<file path="config.mk">
export PLATFORM = sky130hd
export DESIGN_NAME = cnc_window_proc
export DESIGN_NICKNAME = d
export VERILOG_FILES = /design/src/rtl/cnc_pkg.sv /design/src/rtl/cnc_lane.sv /design/src/rtl/cnc_window_proc.sv
export SDC_FILE = /design/constraint.sdc
export NUM_CORES = 1
export LEC_CHECK = 0
export CAP_MARGIN = 20
export CORE_AREA = 2 2 94 96
export CTS_CLUSTER_DIAMETER = 80
export DETAILED_ROUTE_END_ITERATION = 6
export DIE_AREA = 0 0 96 98
export HOLD_SLACK_MARGIN = 0.1
export PLACE_DENSITY = 0.68
export SLEW_MARGIN = 20
export SYNTH_ARGS = -nofsm -noshare
export SYNTH_HDL_FRONTEND = slang
export SYNTH_SLANG_ARGS = --single-unit
</file>
<file path="constraint.sdc">
create_clock -name clk -period 2.65 [get_ports clk]
set_input_delay 0.265 -clock clk [delete_from_list [all_inputs] [get_ports clk]]
set_output_delay 0.265 -clock clk [all_outputs]
set_load 0.03 [all_outputs]
</file>
<file path="src/rtl/cnc_pkg.sv">
// Shared types for the CNC window processor: reduction modes and frame FSM states.
package cnc_pkg;

  typedef enum logic [1:0] {MODE_SUM, MODE_MAX, MODE_MIN, MODE_AVG} cnc_mode_e;

  typedef enum logic {ST_IDLE, ST_ACC} cnc_state_e;

endpackage

</file>
<file path="src/rtl/cnc_lane.sv">
// One lane of the window processor: running accumulator with sum/max/min/avg selection.
module cnc_lane
  import cnc_pkg::*;
#(
  parameter int DATA_W = 8,
  parameter int OUT_W  = 17,
  parameter int WIN    = 512
) (
  input  logic              clk,
  input  logic              reset,
  input  logic              load,
  input  logic              update,
  input  cnc_mode_e         mode_q,
  input  logic [DATA_W-1:0] din,
  output logic [OUT_W-1:0]  result
);

  localparam int SHIFT = $clog2(WIN);

  function automatic logic [OUT_W-1:0] avg_trunc(input logic [OUT_W-1:0] sum);
    return sum >> SHIFT;
  endfunction

  logic [OUT_W-1:0] acc_p0;
  logic [OUT_W-1:0] din_ext;
  logic [OUT_W-1:0] acc_nxt;

  assign din_ext = OUT_W'(din);

  // result reflects the accumulator including the current sample, so the
  // top can capture it on the same edge that accepts the last sample
  always_comb begin
    acc_nxt = acc_p0 + din_ext;
    case (mode_q)
      MODE_MAX: acc_nxt = (din_ext > acc_p0) ? din_ext : acc_p0;
      MODE_MIN: acc_nxt = (din_ext < acc_p0) ? din_ext : acc_p0;
      default:  acc_nxt = acc_p0 + din_ext;
    endcase
    result = (mode_q == MODE_AVG) ? avg_trunc(acc_nxt) : acc_nxt;
  end

  always_ff @(posedge clk) begin
    if (!reset) begin
      acc_p0 <= '0;
    end else if (load) begin
      acc_p0 <= din_ext;
    end else if (update) begin
      acc_p0 <= acc_nxt;
    end
  end

endmodule

</file>
<file path="src/rtl/cnc_window_proc.sv">
// Multi-lane window processor: frame FSM, sample counter, mode latch and result register.
module cnc_window_proc
  import cnc_pkg::*;
#(
  parameter int DATA_W = 8,
  parameter int CH     = 1,
  parameter int WIN    = 512,
  parameter int OUT_W  = 17
) (
  input  logic                clk,
  input  logic                reset,
  input  logic                in_en,
  input  logic [1:0]          mode,
  input  logic [CH*DATA_W-1:0] in_data,
  output logic                out_en,
  output logic [CH*OUT_W-1:0] out_data,
  output logic                busy
);

  localparam int CNT_W = $clog2(WIN);
  localparam logic [CNT_W-1:0] LAST = CNT_W'(WIN - 1);

  if (WIN < 2 || (WIN & (WIN - 1)) != 0) begin : g_bad_win
    $error("cnc_window_proc: WIN must be a power of two and at least 2");
  end
  if (OUT_W < DATA_W + $clog2(WIN)) begin : g_bad_out_w
    $error("cnc_window_proc: OUT_W too narrow for DATA_W + log2(WIN)");
  end

  cnc_state_e       state, state_nxt;
  logic [CNT_W-1:0] cnt, cnt_nxt;
  cnc_mode_e        mode_q;
  logic             load, update, fire;
  logic [CH*OUT_W-1:0] lane_res;

  always_ff @(posedge clk) begin
    if (!reset) begin
      state  <= ST_IDLE;
      cnt    <= '0;
      mode_q <= MODE_SUM;
    end else begin
      state <= state_nxt;
      cnt   <= cnt_nxt;
      if (load) mode_q <= cnc_mode_e'(mode);
    end
  end

  // counter wraps to zero naturally on the WIN-th sample
  always_comb begin
    state_nxt = state;
    cnt_nxt   = cnt;
    load      = 1'b0;
    update    = 1'b0;
    fire      = 1'b0;
    case (state)
      ST_IDLE: begin
        if (in_en) begin
          load      = 1'b1;
          cnt_nxt   = CNT_W'(1);
          state_nxt = ST_ACC;
        end
      end
      ST_ACC: begin
        if (in_en) begin
          update  = 1'b1;
          cnt_nxt = cnt + CNT_W'(1);
          if (cnt == LAST) begin
            fire      = 1'b1;
            state_nxt = ST_IDLE;
          end
        end
      end
      default: state_nxt = ST_IDLE;
    endcase
  end

  for (genvar i = 0; i < CH; i++) begin : g_lane
    cnc_lane #(
      .DATA_W(DATA_W),
      .OUT_W (OUT_W),
      .WIN   (WIN)
    ) u_lane (
      .clk   (clk),
      .reset (reset),
      .load  (load),
      .update(update),
      .mode_q(mode_q),
      .din   (in_data[i*DATA_W +: DATA_W]),
      .result(lane_res[i*OUT_W +: OUT_W])
    );
  end

  // output register stage: results held until the next frame completes
  always_ff @(posedge clk) begin
    if (!reset) begin
      out_en   <= 1'b0;
      out_data <= '0;
    end else begin
      out_en <= fire;
      if (fire) out_data <= lane_res;
    end
  end

  assign busy = (state == ST_ACC);

endmodule
</file>
# After elaboration in Yosys (flattened, before gate mapping)
# Index checks and enable logic that the tools add are counted.
# op_classes
add_sub_neg,2
order_cmp,2
n_eq_ne,6
n_mux,18
bitwise,2
n_reduce_logical,3
# ops
cell,count
17-bit two-way mux,3
17-bit one-hot mux with 2 select lines,1
9-bit two-way mux,2
9-bit one-hot mux with 2 select lines,1
17-bit by 8-bit adder with 17-bit output,1
8-bit by 17-bit > comparator with 1-bit output,1
8-bit by 17-bit less-than comparator with 1-bit output,1
8-bit two-way mux,2
"9-bit by 1-bit adder with 9-bit output, second input constant",1
"9-bit == test, second input constant",1
1-bit two-way mux,8
"2-bit == test, second input constant",2
"2-bit inequality test, second input constant",2
"2-bit by 1-bit == test with 1-bit output, second input constant",1
1-bit NOT,2
1-bit one-hot mux with 2 select lines,1
2-bit AND reduction,1
2-bit nonzero test,1
2-bit OR reduction,1
# totals
ff_bits,47
in_bits,13
wordCells,40

# Logic depth before layout (Yosys ltp)
# Gate-level depths: netlist (run 1).
# depth
ltp_word,5
depth_mapped,11
ltp_nobuf,10

# Hierarchy
# A second synthesis (run 1) with hierarchy kept.
# hier_totals
cells_unflattened,374
area_unflattened_um2,3139.3
# by_module_without_submodules
module,instances,cells_each,area_per_inst_um2,seq_area_each_um2
cnc_lane,1,276,2073.2,340.3
cnc_window_proc,1,98,1066.0,600.6

# Worst setup path before layout (run 1)
# No wires, ideal clock.
# synth_timing
path_kind,register to register
from,reg g_lane[0].u_lane.acc_p0[5]
to,reg out_data[3]
setup_time_ps,122
t_arrival_ps,2660
setup_slack_ps,-132
path_stages_with_launch,11
path_buffers,1
period_less_slack_ps,2782
path_cell_list,dfxtp_1 inv_1 ha_1 clkbuf_2 nand4b_4 a211o_1 a211oi_4 mux2i_1 nor3_1 or3_1 a221o_1
# synth_between
elab_chain_cells,4
word_cells_on_any_way,7
# synth_lines
item,line_no,source
"start, declared",cnc_lane.sv:24,logic [OUT_W-1:0] acc_p0;
"start signal, assigned",cnc_lane.sv:46,acc_p0 <= din_ext;
"start signal, assigned",cnc_lane.sv:48,acc_p0 <= acc_nxt;
8-bit by 17-bit less-than comparator with 1-bit output / 8-bit by 17-bit > comparator with 1-bit output (equally long branches),"cnc_lane.sv:36, cnc_lane.sv:35",
"17-bit two-way mux, on equally long branches","cnc_lane.sv:36, cnc_lane.sv:35",
17-bit one-hot mux with 2 select lines (*),cnc_lane.sv:34,case (mode_q)
17-bit two-way mux (*),cnc_lane.sv:39,result = (mode_q == MODE_AVG) ? avg_trunc(acc_nxt) : acc_nxt;
"end signal, assigned",cnc_window_proc.sv:100,if (fire) out_data <= lane_res;
"end, declared",cnc_window_proc.sv:16,"output logic [CH*OUT_W-1:0] out_data,"
# Every way passes the cells marked *; elsewhere a longest branch is shown, timed or not.
# A chain may end at the register's enable or synchronous reset.

# Worst setup path after layout (run 1)
# layout_timing
from,reg g_lane[0].u_lane.acc_p0[7]
to,reg g_lane[0].u_lane.acc_p0[15]
# layout_between
elab_chain_cells,3
word_cells_on_any_way,6
# layout_lines
item,line_no
8-bit by 17-bit less-than comparator with 1-bit output / 8-bit by 17-bit > comparator with 1-bit output (equally long branches),"cnc_lane.sv:36, cnc_lane.sv:35"
"17-bit two-way mux, on equally long branches","cnc_lane.sv:36, cnc_lane.sv:35"
17-bit one-hot mux with 2 select lines (*),cnc_lane.sv:34
# Marked as above.

==> results.txt, run 1 <==
Count leader, synth: dfxtp_1
GRT Residual Overflow: 0
Pwr Total: 0.001854 W
CP max stage cell: dfxtp_2
Worst Hold Launch: in_data[0]
Slew Limit Headroom: 58.43%
Post-DP HPWL: 7.389 mm
Worst-case clock skew: 8.414 ps
P per Cell Area: 413.2 mW/mm^2
H-Tree Depth: 2
Fmax: 383.7 MHz
CP Capture Type: register
First-pass GRT wire length: 15.93 mm
Synth cell count leaders: 47 x dfxtp_1, 34 x nand2_1, 30 x nor2_1
I/O pin total: 32
Pre-CTS setup slack: -456.6 ps
Initial core utilization: 38.49%
Mapped Nets: 427
Met1 wire length: 4.464 mm
Synth top area share: 28.88%
Core area: 0.008466 sq mm
Die height: 98 um
Top FF cell, synth: dfxtp_1
Via density: 5.665
Clk buf depth: 2
Worst hold stages: 3
Status: finished, final reports clean
Hold Path Class: in2reg
Inserted Clock Buffers: 5
Detailed Routing Iterations Pass 1: 5
Post-synthesis sequential area ratio: 28.88%
Input/output buffers: 31
Slew Limit Fails: 0
Post-route clock period utilization: 98.36%
Worst Tran Pin Value: 623.6 ps
WL final: 9.958 mm
Worst-path clk slew: 90 ps
Biggest area consumer among synthesized cells: dfxtp_1
EDFF count, synth: 0
Vias in the first global route: 3,212
Crit Reg-Reg Startpoint: g_lane[0].u_lane.acc_p0[7]$_SDFFE_PN0P_
R2R setup slack: 40 ps
Final Hold Viols: 0
DRC errors left: 0
Max Used Layer: met4
Die area: 0.009408 sq mm
#FFs+latches synth: 47
GP Congestion: 0.9347
Diode count: 0
CTS root buffer: clkbuf_8
CP peak stage delay: 330 ps
Met2 wire len: 4.651 mm
Area contributors post-synth: dfxtp_1 29%, ha_1 8.1%, nand2_1 3.9%, nor2_1 3.5%, o21ai_0 3.2%
GRT Overall Usage: 21.41%
Ys Warns: 0
Mapped Cells: 392
Netlist cell types: 72
Final WS setup: 43.50 ps
Worst R2R Path Depth: 13
CP startpoint kind: register
Clock Latency Late Sink: 310 ps
CP required: 2840 ps
CP Max Fanout: 7
Die W: 96 um
Worst vdd ir: 0.2079 mV
Final nets: 523
Synthesized area per cell: 8.312 sq um
Via count: 3,382
Crit path DAT: 2800 ps
Worst Path Class, Setup: reg2reg
Routed Antenna Nets: 0
Share of cells above drive strength 1: 29.45%
Largest net degree at the start of global routing: 27
CTS Sinks: 47
Post-DR wirelength/cell: 16.68 um
Syn-to-layout area delta: 37.67%
CTS Hold Bufs: 0
Lkg Pwr: 1.799 nW
Tmin final: 2606 ps
WL met3: 556 um
Ys async rst share: 0%
Synthesized area: 0.003258 sq mm
Cells along the critical path: inv_1 > ha_4 > nand4b_4 > a211o_1 > a211oi_4 > buf_6 > buf_4 > o211ai_4 > buf_6 > buf_4 > o211ai_1 > o31a_1 > o21ai_0
Initial detailed-routing violation count: 309
Initial antenna violation count: 0
Final setup violation count: 0
Worst R2R End: g_lane[0].u_lane.acc_p0[15]$_SDFFE_PP0P_
WHS Endpoint: g_lane[0].u_lane.acc_p0[0]$_SDFFE_PN0P_
# rows: 34
Max-cap violation count: 0
CTS tree: built
power by group:
group          internal [W]  total (W)  switching [W]
Clock              0.000239   0.000485       0.000246
Sequential         0.000723   0.000734      0.0000111
Combinational      0.000305   0.000635       0.000330
Total               0.00127    0.00185       0.000587
final cells by class:
cell class | instances | area [sq um]
multi-input cells | 299 | 2268
fillers | 786 | 3980
flip-flops and latches | 47 | 952.2
repair buffers | 112 | 943.4
inverters | 23 | 86.33
well taps | 108 | 135.1
clock buffers | 8 | 100.1
routing by layer:
metal	GRT usage, %	vias up
met5	0	-
met2	33.60	134
met4	7.692	0
met3	3.781	26
met1	29.19	1594
li1	-	1628
cells in the final DEF, fill, tap and decap left out, types with 3 or more instances in the layout:
master	n
o31ai_1	7
nand2b_1	3
o21ai_1	5
nor2b_1	3
nand2_1	32
a221oi_2	3
dfxtp_2	9
xnor2_1	4
inv_1	18
nor3_1	10
nor2_1	30
o21ai_0	16
nand3b_1	3
o31a_1	4
or3_1	5
ha_1	14
dfxtp_1	38
mux2i_1	6
nand4_1	6
a211oi_1	4
a22o_1	4
xor2_1	6
inv_2	4
a221oi_1	4
nand3_1	20
buf_4	78
nor3b_1	3
a21oi_1	19
ha_4	7
dlymetal6s2s_1	6
buf_6	3
and3_1	5
clkbuf_8	7
o211ai_1	9
clkdlybuf4s50_1	24
o21a_1	4
worst max-delay path: cells and delay by family, from the launching register on:
kind	cells	cell delay (ps)
compound gates	6	1100
fa+ha+maj	1	290
buf+inv	5	590
flops	1	330
simple gates	1	160
worst max-delay path by stage:
stage                                            startpoint                                  endpoint
floorplan           g_lane[0].u_lane.acc_p0[5]$_SDFFE_PN0P_                  out_data[3]$_SDFFE_PN0P_
global placement                                 in_data[5]                  out_data[3]$_SDFFE_PN0P_
detailed placement                               in_data[7]                  out_data[0]$_SDFFE_PN0P_
CTS                 g_lane[0].u_lane.acc_p0[4]$_SDFFE_PN0P_                  out_data[3]$_SDFFE_PN0P_
global route        g_lane[0].u_lane.acc_p0[5]$_SDFFE_PN0P_  g_lane[0].u_lane.acc_p0[15]$_SDFFE_PP0P_
finish              g_lane[0].u_lane.acc_p0[7]$_SDFFE_PN0P_  g_lane[0].u_lane.acc_p0[15]$_SDFFE_PP0P_
flip-flops by register name (all words and copies together) (netlist names):
register,flops
out_en,1
mode_q,2
busy,1
cnt,9
out_data,17
g_lane.u_lane.acc_p0,17
cell families after synthesis:
kind of cell,count (synthesis),share of synthesized area [%]
adder cells (fa/ha/maj),22,8.679
multiplexers,8,2.535
flip-flops,47,28.88
AO/OA/AOI/OAI,116,26.27
XOR/XNOR,10,2.688
AND/OR/NAND/NOR,143,23.73
buffers and inverters,46,7.219
timing repair:
action	4_1_cts	5_1_grt
pin swaps	4	18
endpoints found under the setup margin	12	29
gates resized for setup	8	47
buffers inserted	5	7
metrics by stage:
| stage | TNS, ps | area, sq um | hold WS [ps] | std cells | util [%] |
|---|---|---|---|---|---|
| after floorplan | 0 | 3281 | 403.6 | 392 | - |
| after CTS | 0 | 4270 | 463.3 | 590 | 50.44 |
| after global routing | -30.06 | 4486 | 351.3 | 597 | 52.99 |
| after detailed placement | -9683 | 4086 | 443.6 | 577 | 48.27 |
| after global placement | -8322 | 4086 | 443.7 | 577 | 48.27 |
| final | 0 | 4486 | 319.5 | 597 | 52.99 |
No activity file was read; power rests on OpenSTA's default activity.
==> run 2: changes to the inputs <==
- MAX_ROUTING_LAYER: unset -> met4
- PLACE_DENSITY: 0.68 -> 0.66
- clock period: 2.65 -> 3.35 ns (I/O delays scaled with it)
==> run 2 against run 1 <==
  * Cell area shrank 14%
  * Largest cell class unchanged
  * Global-route usage shrank 1.0 points
  * Highest routed layer unchanged
  * Power shrank 22%
==> results.txt, run 2 (synthesis results as in run 1) <==
Clock Latency Late Sink: 310 ps (about the same)
GP Congestion: 0.9476 (+1.4%)
Worst Tran Pin Value: 665.1 ps (+41.58 ps)
R2R setup slack: 330 ps (+280 ps)
Post-route cell area: 0.003864 sq mm (-14%)
Hold Path Class: reg2reg
CP Capture Type: register
Worst Path Class, Setup: in2reg
Final Hold Viols: 0 (unchanged)
Post-DP HPWL: 6.697 mm (-9.4%)
RSZ-0062 raised after global routing: no
Slew Limit Fails: 0 (unchanged)
Routed Antenna Nets: 0 (unchanged)
Final setup violation count: 0 (unchanged)
Crit Reg-Reg Startpoint: g_lane[0].u_lane.acc_p0[6]$_SDFFE_PN0P_
Final design utilization: 45.64% (-7.3 points)
I/O pin total: 32 (unchanged)
CTS root buffer: clkbuf_8
Worst vdd ir: 0.1837 mV (-12%)
Share of cells above drive strength 1: 11.83% (-18 points)
Lkg Pwr: 1.447 nW (-20%)
Vias in the first global route: 2,978 (-7.3%)
Most frequent cells in the layout: 47 x dfxtp_1, 34 x nand2_1, 31 x clkdlybuf4s50_1, 30 x nor2_1, 23 x buf_4
WP buf/inv: 2 (-3)
CTS tree: built
Die area: 0.009408 sq mm (unchanged)
Max-cap violation count: 0 (unchanged)
CP startpoint kind: input pin
Critical path's top delay family: compound AO/OA/AOI/OAI gates
Die height: 98 um (unchanged)
Final nets: 465 (-11%)
Worst-path clk slew: 90 ps (about the same)
Fmax: 330.6 MHz
CTS Hold Bufs: 0 (unchanged)
CTS Sinks: 47 (unchanged)
Worst R2R Path Depth: 10 (-3)
Crit path DAT: 3230 ps (+430 ps)
First-pass GRT wire length: 14.75 mm (-7.4%)
GRT Residual Overflow: 0 (unchanged)
Placed instance area: 0.003727 sq mm (-8.8%)
Input/output buffers: 31 (unchanged)
Slew Limit Headroom: 55.25% (-3.2 points)
Most common cell after layout, fill and taps aside: dfxtp_1
GRT Overall Usage: 20.39% (-1.0 points)
Initial core utilization: 38.49% (unchanged)
Inserted Clock Buffers: 5 (unchanged)
CP Max Fanout: 8 (+1)
Via count: 3,161 (-6.5%)
Post-cts resize count: 0 (-8)
Via density: 5.865 (+3.5%)
Diode count: 0 (unchanged)
Tmin final: 3025 ps
H-Tree Depth: 2 (unchanged)
Syn-to-layout area delta: 18.59%
GR peak layer: met2
Critical path origin: in_data[4]
# rows: 34 (unchanged)
Post-DR wirelength/cell: 16.81 um (+0.81%)
Status: finished, final reports clean
Initial antenna violation count: 0 (unchanged)
Fill cell count: 837 (+6.5%)
GRT met1 Usage: 28.00% (-1.2 points)
Largest regs: g_lane.u_lane.acc_p0 (17), out_data (17), cnt (9)
WL final: 9.063 mm (-9.0%)
CP Depth: 10 (-3)
Die W: 96 um (unchanged)
Worst Hold Launch: cnt[8]$_SDFFE_PN0P_
Clk buf depth: 2 (unchanged)
Detailed Routing Iterations Pass 1: 5 (unchanged)
TNS Setup: 0 ps (unchanged)
Core area: 0.008466 sq mm (unchanged)
WHS Endpoint: cnt[8]$_SDFFE_PN0P_
Post-route clock period utilization: 90.30%
P per Cell Area: 373.4 mW/mm^2 (-9.6%)
DRC errors left: 0 (unchanged)
Met2 GRT Util: 31.73% (-1.9 points)
Global-route track usage on met3: 3.318% (-0.46 points)
CP required: 3550 ps (+710 ps)
Worst hold stages: 2 (-1)
CP peak stage delay: 520 ps (+190 ps)
CP max stage cell: clkdlybuf4s50_1
Initial detailed-routing violation count: 206 (-33%)
Cells along the critical path: clkdlybuf4s50_1 > ha_1 > buf_4 > nor3_1 > o21ai_0 > a311o_1 > a21o_1 > or2b_2 > mux2i_1 > a221o_1
Worst R2R End: out_data[0]$_SDFFE_PN0P_
Worst-case clock skew: 8.253 ps (-0.1613 ps)
# Post-CTS Setup Buffers: 0 (-5)
Largest net degree at the start of global routing: 27 (unchanged)
run 2: cell types whose count changed in the layout (fill, tap and decap cells not counted), sizes merged:
| cell | previous run | this run |
|---|---|---|
| dlymetal6s2s | 6 | 0 |
| dlygate4sd2 | 1 | 0 |
| clkinvlp | 0 | 1 |
| clkbuf | 8 | 5 |
| bufinv | 0 | 2 |
| buf | 81 | 23 |
| clkdlybuf4s50 | 24 | 31 |
run 2: where the power goes:
part / internal, W / switching (W)
Sequential: 0.000570 / 0.0000120
Clock: 0.000298 / 0.000208
Combinational: 0.000146 / 0.000209
Total: 0.00101 / 0.000429
run 2: worst reg2reg max path: stages (launching register included):
cell      delay [ps]
dfxtp_1          420
inv_1            100
ha_1             400
nand4b_4         180
a211o_1          360
a211oi_4         400
o21a_1           310
nor3b_1          100
o31ai_1          390
buf_4            180
o211ai_1          80
run 2: worst max path at each step:
stage | slack [ps] | endpoint
6_report | 330 | out_data[3]$_SDFFE_PN0P_
5_1_grt | 120 | out_data[0]$_SDFFE_PN0P_
4_1_cts | 310 | out_data[0]$_SDFFE_PN0P_
2_1_floorplan | 570 | out_data[3]$_SDFFE_PN0P_
3_5_place_dp | -10 | out_data[0]$_SDFFE_PN0P_
3_3_place_gp | 20 | out_data[3]$_SDFFE_PN0P_
run 2: metal layers:
metal	part of all wire [%]	up-vias	wire (um)
met2	46	119	4167
li1	-	1518	-
met5	0	-	0
met4	1.7	0	150
met3	6.1	19	552
met1	46	1505	4193
run 2: per-stage QoR:
stage / worst slack, ps / power, W / hold slack (ps) / std cells
after global routing: 123.6 / 0.001500 / 496.0 / 539
final: 325.1 / 0.001443 / 463.1 / 539
after global placement: 20.19 / 0.0009401 / 443.6 / 531
after detailed placement: -10.05 / 0.0009446 / 452.5 / 531
after floorplan: 567.8 / 0.0008396 / 436.2 / 392
after CTS: 308.8 / 0.001448 / 466.6 / 539
run 2: layout make-up:
cell class	instances	area [sq um]	area share, %
Sequential cell	47	940.9	24.35
Clock buffer	5	68.82	1.781
Tap cell	108	135.1	3.497
Clock inverter	3	67.56	1.749
Inverter	23	86.33	2.234
Timing Repair Buffer	54	483.0	12.50
Multi-Input combinational cell	299	2082	53.89
==> run 3: changes to the inputs <==
- SKIP_LAST_GASP: unset -> 1
- TNS_END_PERCENT: unset -> 50
==> results of run 3 <==
Same layout as run 2: the final DEF is identical, and so are final timing and power.
